===== src/rtl/subtractor_arbiter_pkg.sv =====
// sub_arb_pkg: shared state encoding, op codes and overflow rule for the subtractor arbiter
package sub_arb_pkg;

    typedef enum logic [1:0] {
        IDLE = 2'd0,
        EXEC = 2'd1,
        RESP = 2'd2
    } state_t;

    localparam logic OP_SUB = 1'b0;
    localparam logic OP_ADD = 1'b1;

    // b_msb is always the msb of the operand as the requester supplied it, even for ADD
    function automatic logic ovf_flag(input logic op, input logic a_msb, input logic b_msb,
                                      input logic r_msb);
        return ((op == OP_ADD) ? (a_msb == b_msb) : (a_msb != b_msb)) && (r_msb != a_msb);
    endfunction

endpackage


===== src/rtl/subtractor.sv =====
// Subtractor: existing shared combinational 32-bit datapath, out = src1 - src2
module Subtractor (
    input  logic [31:0] src1,
    input  logic [31:0] src2,
    output logic [31:0] out
);
    assign out = src1 - src2;
endmodule


===== src/rtl/subtractor_arbiter_rr_picker.sv =====
// rr_picker: combinational round-robin pick, first set request at or above ptr (mod NREQ)
module rr_picker #(
    parameter int NREQ = 2,
    parameter int IW   = 1
) (
    input  logic [NREQ-1:0] req,
    input  logic [IW-1:0]   ptr,
    output logic [NREQ-1:0] grant,
    output logic [IW-1:0]   index
);
    // scan from the farthest slot back to ptr so the closest valid request wins last
    always_comb begin
        grant = '0;
        index = '0;
        for (int k = NREQ - 1; k >= 0; k--) begin
            if (req[(int'(ptr) + k) % NREQ]) begin
                grant = '0;
                grant[(int'(ptr) + k) % NREQ] = 1'b1;
                index = IW'((int'(ptr) + k) % NREQ);
            end
        end
    end
endmodule


===== src/rtl/subtractor_arbiter.sv =====
// subtractor_arbiter: round-robin sharing of one Subtractor for SUB/ADD with signed overflow
module subtractor_arbiter
    import sub_arb_pkg::*;
#(
    parameter int WIDTH = 32,
    parameter int NREQ  = 2
) (
    input  logic                  clk,
    input  logic                  rst_n,
    input  logic [NREQ-1:0]       req_valid,
    output logic [NREQ-1:0]       req_ready,
    input  logic [NREQ-1:0]       req_op,
    input  logic [NREQ*WIDTH-1:0] req_src1,
    input  logic [NREQ*WIDTH-1:0] req_src2,
    output logic [NREQ-1:0]       resp_valid,
    input  logic [NREQ-1:0]       resp_ready,
    output logic [WIDTH-1:0]      resp_data,
    output logic                  resp_ovf,
    output logic                  busy
);
    localparam int IW = (NREQ > 1) ? $clog2(NREQ) : 1;

    state_t          state;
    logic [IW-1:0]   rr_ptr;
    logic [IW-1:0]   owner;
    logic [IW-1:0]   pick_idx;
    logic [NREQ-1:0] pick;
    logic [WIDTH-1:0] a_reg;
    logic [WIDTH-1:0] b_reg;
    logic [WIDTH-1:0] b_eff;
    logic [WIDTH-1:0] diff;
    logic             op_reg;

    rr_picker #(.NREQ(NREQ), .IW(IW)) u_pick (
        .req   (req_valid),
        .ptr   (rr_ptr),
        .grant (pick),
        .index (pick_idx)
    );

    // ADD reuses the subtractor by negating the second operand
    assign b_eff = (op_reg == OP_ADD) ? ~b_reg + WIDTH'(1) : b_reg;

    Subtractor u_sub (
        .src1 (a_reg),
        .src2 (b_eff),
        .out  (diff)
    );

    // rst_n gating keeps req_ready low during reset even while requests are pending
    assign req_ready  = (rst_n && state == IDLE) ? pick : '0;
    assign resp_valid = (state == RESP) ? (NREQ'(1) << owner) : '0;
    assign busy       = (state != IDLE);

    // accept -> execute -> hold result until the owner takes it
    always_ff @(posedge clk or negedge rst_n) begin
        if (!rst_n) begin
            state     <= IDLE;
            rr_ptr    <= '0;
            owner     <= '0;
            a_reg     <= '0;
            b_reg     <= '0;
            op_reg    <= OP_SUB;
            resp_data <= '0;
            resp_ovf  <= 1'b0;
        end else begin
            case (state)
                IDLE: if (|req_valid) begin
                    a_reg  <= req_src1[int'(pick_idx) * WIDTH +: WIDTH];
                    b_reg  <= req_src2[int'(pick_idx) * WIDTH +: WIDTH];
                    op_reg <= req_op[pick_idx];
                    owner  <= pick_idx;
                    state  <= EXEC;
                end
                EXEC: begin
                    resp_data <= diff;
                    resp_ovf  <= ovf_flag(op_reg, a_reg[WIDTH-1], b_reg[WIDTH-1], diff[WIDTH-1]);
                    state     <= RESP;
                end
                RESP: if (resp_ready[owner]) begin
                    rr_ptr <= (owner == IW'(NREQ - 1)) ? '0 : owner + IW'(1);
                    state  <= IDLE;
                end
                default: state <= IDLE;
            endcase
        end
    end
endmodule


===== config.mk =====
export PLATFORM = sky130hd
export DESIGN_NAME = subtractor_arbiter
export DESIGN_NICKNAME = d
export VERILOG_FILES = /design/src/rtl/subtractor_arbiter_pkg.sv /design/src/rtl/subtractor.sv /design/src/rtl/subtractor_arbiter_rr_picker.sv /design/src/rtl/subtractor_arbiter.sv
export SDC_FILE = /design/constraint.sdc
export NUM_CORES = 1
export LEC_CHECK = 0
export BUFFER_PORTS_ARGS = -buffer_cell sky130_fd_sc_hd__buf_2
export CORE_MARGIN = 4
export CORE_UTILIZATION = 54
export DETAILED_ROUTE_END_ITERATION = 6
export PLACE_DENSITY = 0.82
export SYNTH_ARGS = -nofsm -noshare
export SYNTH_HDL_FRONTEND = slang
export SYNTH_SLANG_ARGS = --single-unit

===== constraint.sdc =====
create_clock -name clk -period 4.6 [get_ports clk]
set_input_delay 0.92 -clock clk [delete_from_list [all_inputs] [get_ports clk]]
set_output_delay 0.92 -clock clk [all_outputs]
set_load 0.01 [all_outputs]

==> flow_summary.toml, run 1 <==
[placement]
gp_congestion = 0.913
place_ws_ns = 0.0768
dpl-instance-area_sq_um = 7580
io_buffers = 173
dp_hpwl_um = 12100

[synthesis]
ys_top_cells_by_area = "dfrtp_1 39%, mux2i_1 10%, o21ai_0 9.5%"
synth_ff_type = "dfrtp_1"
syn_area_per_cell_sq_um = 8.95
synthMostInstantiatedCell = "nand2_1"
synth.distinct_cells = 52
yosysTopAreaCell = "dfrtp_1"
synth.net_count = 903
ys_seq_area_share_pct = 38.8
netlist.area_leader.share_pct = 38.8
syn_area_sq_um = 6570
synth_edf_count = 0
ys_top_cells_by_count = "127 x nand2_1, 125 x o21ai_0, 102 x dfrtp_1"
ys_warn_count = 0
synthCells = 734
async_flop_share_pct = 100
ys_ff_latch = 102

[grt]
grt_usage_pct = 22.6
overflow = 0
antenna_found_initial = 0
grt_pass1_wl_um = 26200
grt_max_degree = 134
grt_pass1_vias = 5569

[power]
power.share.clock_pct = 11.8
p_sw_mw = 3.55
p_int_mw = 3.93
power_frac_comb_pct = 65.0
p_leak_nw = 3.93
cellPowerDensity_nw_per_um2 = 937
p_sw_share_pct = 47.5
sequentialPowerShare_pct = 23.2
peakVddDrop_uv = 405
p_total_mw = 7.48

[clocking]
tritoncts = "done"
clk_latency_ns = 0.35
clk_path_buf_depth = 2
numCtsBuffers = 9
numClockSinks = 102
root_buffer = "clkbuf_16"
clk_pin_slew_worst_paths_ns = 0.07
htree_levels = 3

[layout]
nNetsFinal = 1061
stdcell_area_sq_um = 7980
drive_gt1_share_pct = 24.4
antenna_cells = 0
area_growth_pct = 21.5

[sta]
period_needed_ns = 4.33
setup_viol = 0
fin_crit_sh_pct = 94.2
fmax_mhz = 231
hold_violations = 0
tightest_slew_ns = 0.840
timing.final.ws_setup_ns = 0.265
skew_ns = 0.00818
slew_headroom_pct = 44.0
finalMaxSlewViolations = 0
rsz0062_at_grt = "true"

[run_status]
status = "finished, final reports clean"

[critical_path]
endpoint_kind = "flop"
crit_arrival_ns = 4.62
cp_data_required_time_ns = 4.89
critPathLaunchType = "flop"
critPathMaxFanout = 5
crit_type = "reg2reg"

[drt]
viasPerCell = 5.63
finalWirelength_um = 15900
drt_iter0_drc = 429
vias = 5879
ant_nets = 0
drc_errors = 0
dr.pass1.iters = 5
wl_per_cell_um = 15.2

[floorplan]
coreArea_sq_um = 12000
dieHeight_um = 118
ios = 174
dieArea_sq_um = 14000
initial_core_util_pct = 54.9
die_x_um = 118
rows = 40

[job]
maxCapViolations = 0

[hold_path]
holdCritPathClass = "reg2reg"
[layer usage]
metal	vias up	GRT usage (%)	share of wire, %
met2	205	35.8	47
met5	-	0	0
met3	15	2.49	6.7
li1	2941	-	-
met4	0	6.52	1.4
met1	2718	32.8	45
[final cells by class]
cell class	instances	area, sq um
fillers	992	3980
multi-input cells	581	3870
flip-flops and latches	102	2550
repair buffers	183	968
clock buffers	10	239
well taps	147	184
clock inverters	6	109
inverters	15	56.3
[path summary, 6_finish.rpt]
path                       cells past startpoint  slack [ns]             to          start
max                                           14        0.27       resp_ovf       b_reg[5]
min                                            2        0.48  resp_data[11]  resp_data[11]
max reg2reg                                   14        0.27       resp_ovf       b_reg[5]
min reg2reg                                    2        0.48  resp_data[11]  resp_data[11]
max in group asynchronous                      2        2.87       a_reg[1]          rst_n
min in group asynchronous                      1        0.52  resp_data[24]          rst_n
[power by group through the flow]
stage / logic (mW) / registers (mW) / clock network [mW]
6_report: 4.86 / 1.73 / 0.886
3_3_place_gp: 4.56 / 1.72 / 0
3_5_place_dp: 4.63 / 1.74 / 0
5_1_grt: 5.47 / 1.79 / 0.927
4_1_cts: 4.68 / 1.73 / 0.891
2_1_floorplan: 3.50 / 1.70 / 0
[cell families (layout without fill, tap and decap cells)]
kind of cell / count (synthesis) / in the layout / share of synthesized area (%)
xor+xnor: 57 / 57 / 7.60
fa+ha+maj: 33 / 33 / 6.40
simple gates: 214 / 214 / 15.2
mux: 69 / 69 / 10.5
flops: 102 / 102 / 38.8
buf+inv: 51 / 214 / 3.03
compound gates: 208 / 208 / 18.4
[metrics by stage]
step                      hold slack (ns)  TNS [ns]  std cells  util (%)
after CTS                           0.481         0       1040      66.2
after global routing                0.510   -0.0164       1044      66.7
after floorplan                     0.450         0        734         -
final                               0.475         0       1044      66.7
after global placement              0.457         0       1024      63.3
after detailed placement            0.466         0       1024      63.3
[critical path, stage by stage, from the launching register on]
cell and delay (ns):
dfrtp_1 0.42, or3_1 0.39, or3_1 0.36, or3_2 0.55
or2_2 0.36, o21ai_1 0.16, xor2_1 0.19, ha_1 0.29
and3_1 0.23, and2_2 0.25, a221oi_2 0.33, o21a_1 0.21
o21ai_2 0.10, or3b_1 0.35, nand4_1 0.09
[cell usage in the layout (no fill, tap or decap), types with 8 or more instances in the layout]
| cell | n |
|---|---|
| clkbuf_16 | 9 |
| buf_2 | 172 |
| nand3_1 | 11 |
| a21oi_1 | 27 |
| inv_1 | 15 |
| ha_1 | 32 |
| mux2i_1 | 68 |
| or3_1 | 8 |
| dfrtp_1 | 102 |
| o21ai_0 | 122 |
| xor2_1 | 38 |
| nor2_1 | 16 |
| nand2_1 | 127 |
| xnor2_1 | 19 |
| o31ai_1 | 11 |
| buf_4 | 9 |
[what timing repair did]
action | in CTS | in global routing
hold buffers | 0 | 0
setup buffers | 0 | 4
setup endpoints to repair | 0 | 8
resized for setup | 0 | 9
No activity file was read; power rests on OpenSTA's default activity.
==> run 2: changes to the inputs <==
--- a/config.mk
+++ b/config.mk
@@ -10,6 +10,7 @@
 export CORE_UTILIZATION = 54
 export DETAILED_ROUTE_END_ITERATION = 6
 export PLACE_DENSITY = 0.82
+export RECOVER_POWER = 25
 export SYNTH_ARGS = -nofsm -noshare
 export SYNTH_HDL_FRONTEND = slang
 export SYNTH_SLANG_ARGS = --single-unit
==> flow_summary.toml, run 2 (synthesis gave the netlist of run 1 again) <==
[run_status]
status = "finished, violations left"
violations = "capacitance limit, slew limit"

[floorplan]
coreArea_sq_um = 12000
ios = 174
die_x_um = 118
initial_core_util_pct = 54.9
dieArea_sq_um = 14000
dieHeight_um = 118
rows = 40

[placement]
gp_congestion = 0.913
dpl-instance-area_sq_um = 7580
dp_cells = 1024
dp_hpwl_um = 12100
place_ws_ns = 0.0768
io_buffers = 173

[clocking]
tritoncts = "done"
clk_latency_ns = 0.35
clk_path_buf_depth = 2
root_buffer = "clkbuf_16"
clk_pin_slew_worst_paths_ns = 0.07
numCtsBuffers = 9
numClockSinks = 102
htree_levels = 3

[critical_path]
critPathLaunchType = "flop"
timing.rr.start = "b_reg[5]"
crit_arrival_ns = 4.62
critPathMaxFanout = 5
worstRegToRegCells = 14
cp_data_required_time_ns = 4.89
r2r-end = "resp_ovf"
crit_type = "reg2reg"
endpoint_kind = "flop"
reg2reg_slack_ns = 0.27

[power]
cellPowerDensity_nw_per_um2 = 941
peakVddDrop_uv = 406
p_leak_nw = 3.86

[drt]
drt_iter0_drc = 430
wl_per_cell_um = 15.3
drc_errors = 0
ant_nets = 0
dr.pass1.iters = 5
viasPerCell = 5.63
vias = 5875
finalWirelength_um = 16000

[layout]
fillers = 1006
layout_common_cells = "152 x buf_2, 127 x nand2_1, 122 x o21ai_0"
area_growth_pct = 20.8
nNetsFinal = 1061
layout_commonest_cell = "buf_2"
multi_input_area_sq_um = 3870
antenna_cells = 0
regArea_sq_um = 2550
stdcell_area_sq_um = 7940
drive_gt1_share_pct = 22.1
final_util_pct = 66.4
final_cells = 1044

[job]
maxCapViolations = 2

[grt]
grt_max_degree = 134
overflow = 0
grt_pass1_vias = 5569
grt_pass1_wl_um = 26200
antenna_found_initial = 0
grt_usage_pct = 22.6

[hold_path]
min-delay-start = "resp_data[19]"
hold_path_end = "resp_data[19]"
whs_path_depth = 2
holdCritPathClass = "reg2reg"

[sta]
fin_crit_sh_pct = 94.2
tightest_slew_ns = 2.11
hold_violations = 0
skew_ns = 0.00780
period_needed_ns = 4.33
fmax_mhz = 231
holdWs_ns = 0.481
setup_viol = 0
rsz0062_at_grt = "true"
timing.final.ws_setup_ns = 0.269
finalMaxSlewViolations = 172
slew_headroom_pct = -40.5
## run 2: changes by cell type in the layout (fill, tap and decap cells not counted)
cell / change
clkbuf_1: +21
buf_2: -20
buf_12: -1
buf_4: -1
clkbuf_2: +1
## run 2: power by group
group          total, mW  switching (mW)  internal, mW
registers           1.74           0.384          1.36
clock network      0.887           0.341         0.546
logic               4.84            2.83          2.01
## run 2: final cells by class
cell class	instances	share of cell area [%]
clock buffer	10	3.01
clock inverter	6	1.37
inverter	15	0.709
multi-input combinational	581	48.8
sequential	102	32.2
tap	147	2.32
timing repair buffer	183	11.6
## run 2: how the worst max path moves through the flow
| stage | cells past startpoint | slack [ns] | endpoint | start |
|---|---|---|---|---|
| final | 14 | 0.27 | resp_ovf | b_reg[5] |
| after global routing | 14 | -0.009 | resp_ovf | b_reg[5] |
| after CTS | 14 | 0.03 | resp_ovf | b_reg[5] |
| after detailed placement | 14 | 0.08 | resp_ovf | b_reg[5] |
| after global placement | 14 | 0.16 | resp_ovf | b_reg[5] |
| after floorplan | 14 | 0.47 | resp_ovf | b_reg[5] |
## run 2: layer usage
metal	wire (um)	global-route usage (%)
met1	7260	32.8
met4	216	6.52
met2	7400	35.8
met5	0	0
met3	1090	2.49
## run 2: critical path, stage by stage, from the launching register on
cell      delay [ns]
dfrtp_1         0.42
or3_1           0.39
or3_1           0.36
or3_2           0.54
or2_2           0.36
o21ai_1         0.16
xor2_1          0.19
ha_1            0.29
and3_1          0.23
and2_2          0.25
a221oi_2        0.33
o21a_1          0.20
o21ai_2         0.10
or3b_1          0.35
nand4_1         0.09
## run 2: what timing repair did
| item | in CTS | in global routing |
|---|---|---|
| setup buffers | 0 | 4 |
| endpoints found under the setup margin | 0 | 8 |
| resized for setup | 0 | 9 |
| hold buffers | 0 | 0 |
## run 2: metrics by stage
stage / setup TNS [ns] / total power, mW
floorplan: 0 / 5.20
CTS: 0 / 7.30
detailed placement: 0 / 6.37
finish: 0 / 7.47
global placement: 0 / 6.28
global route: -0.0164 / 8.17
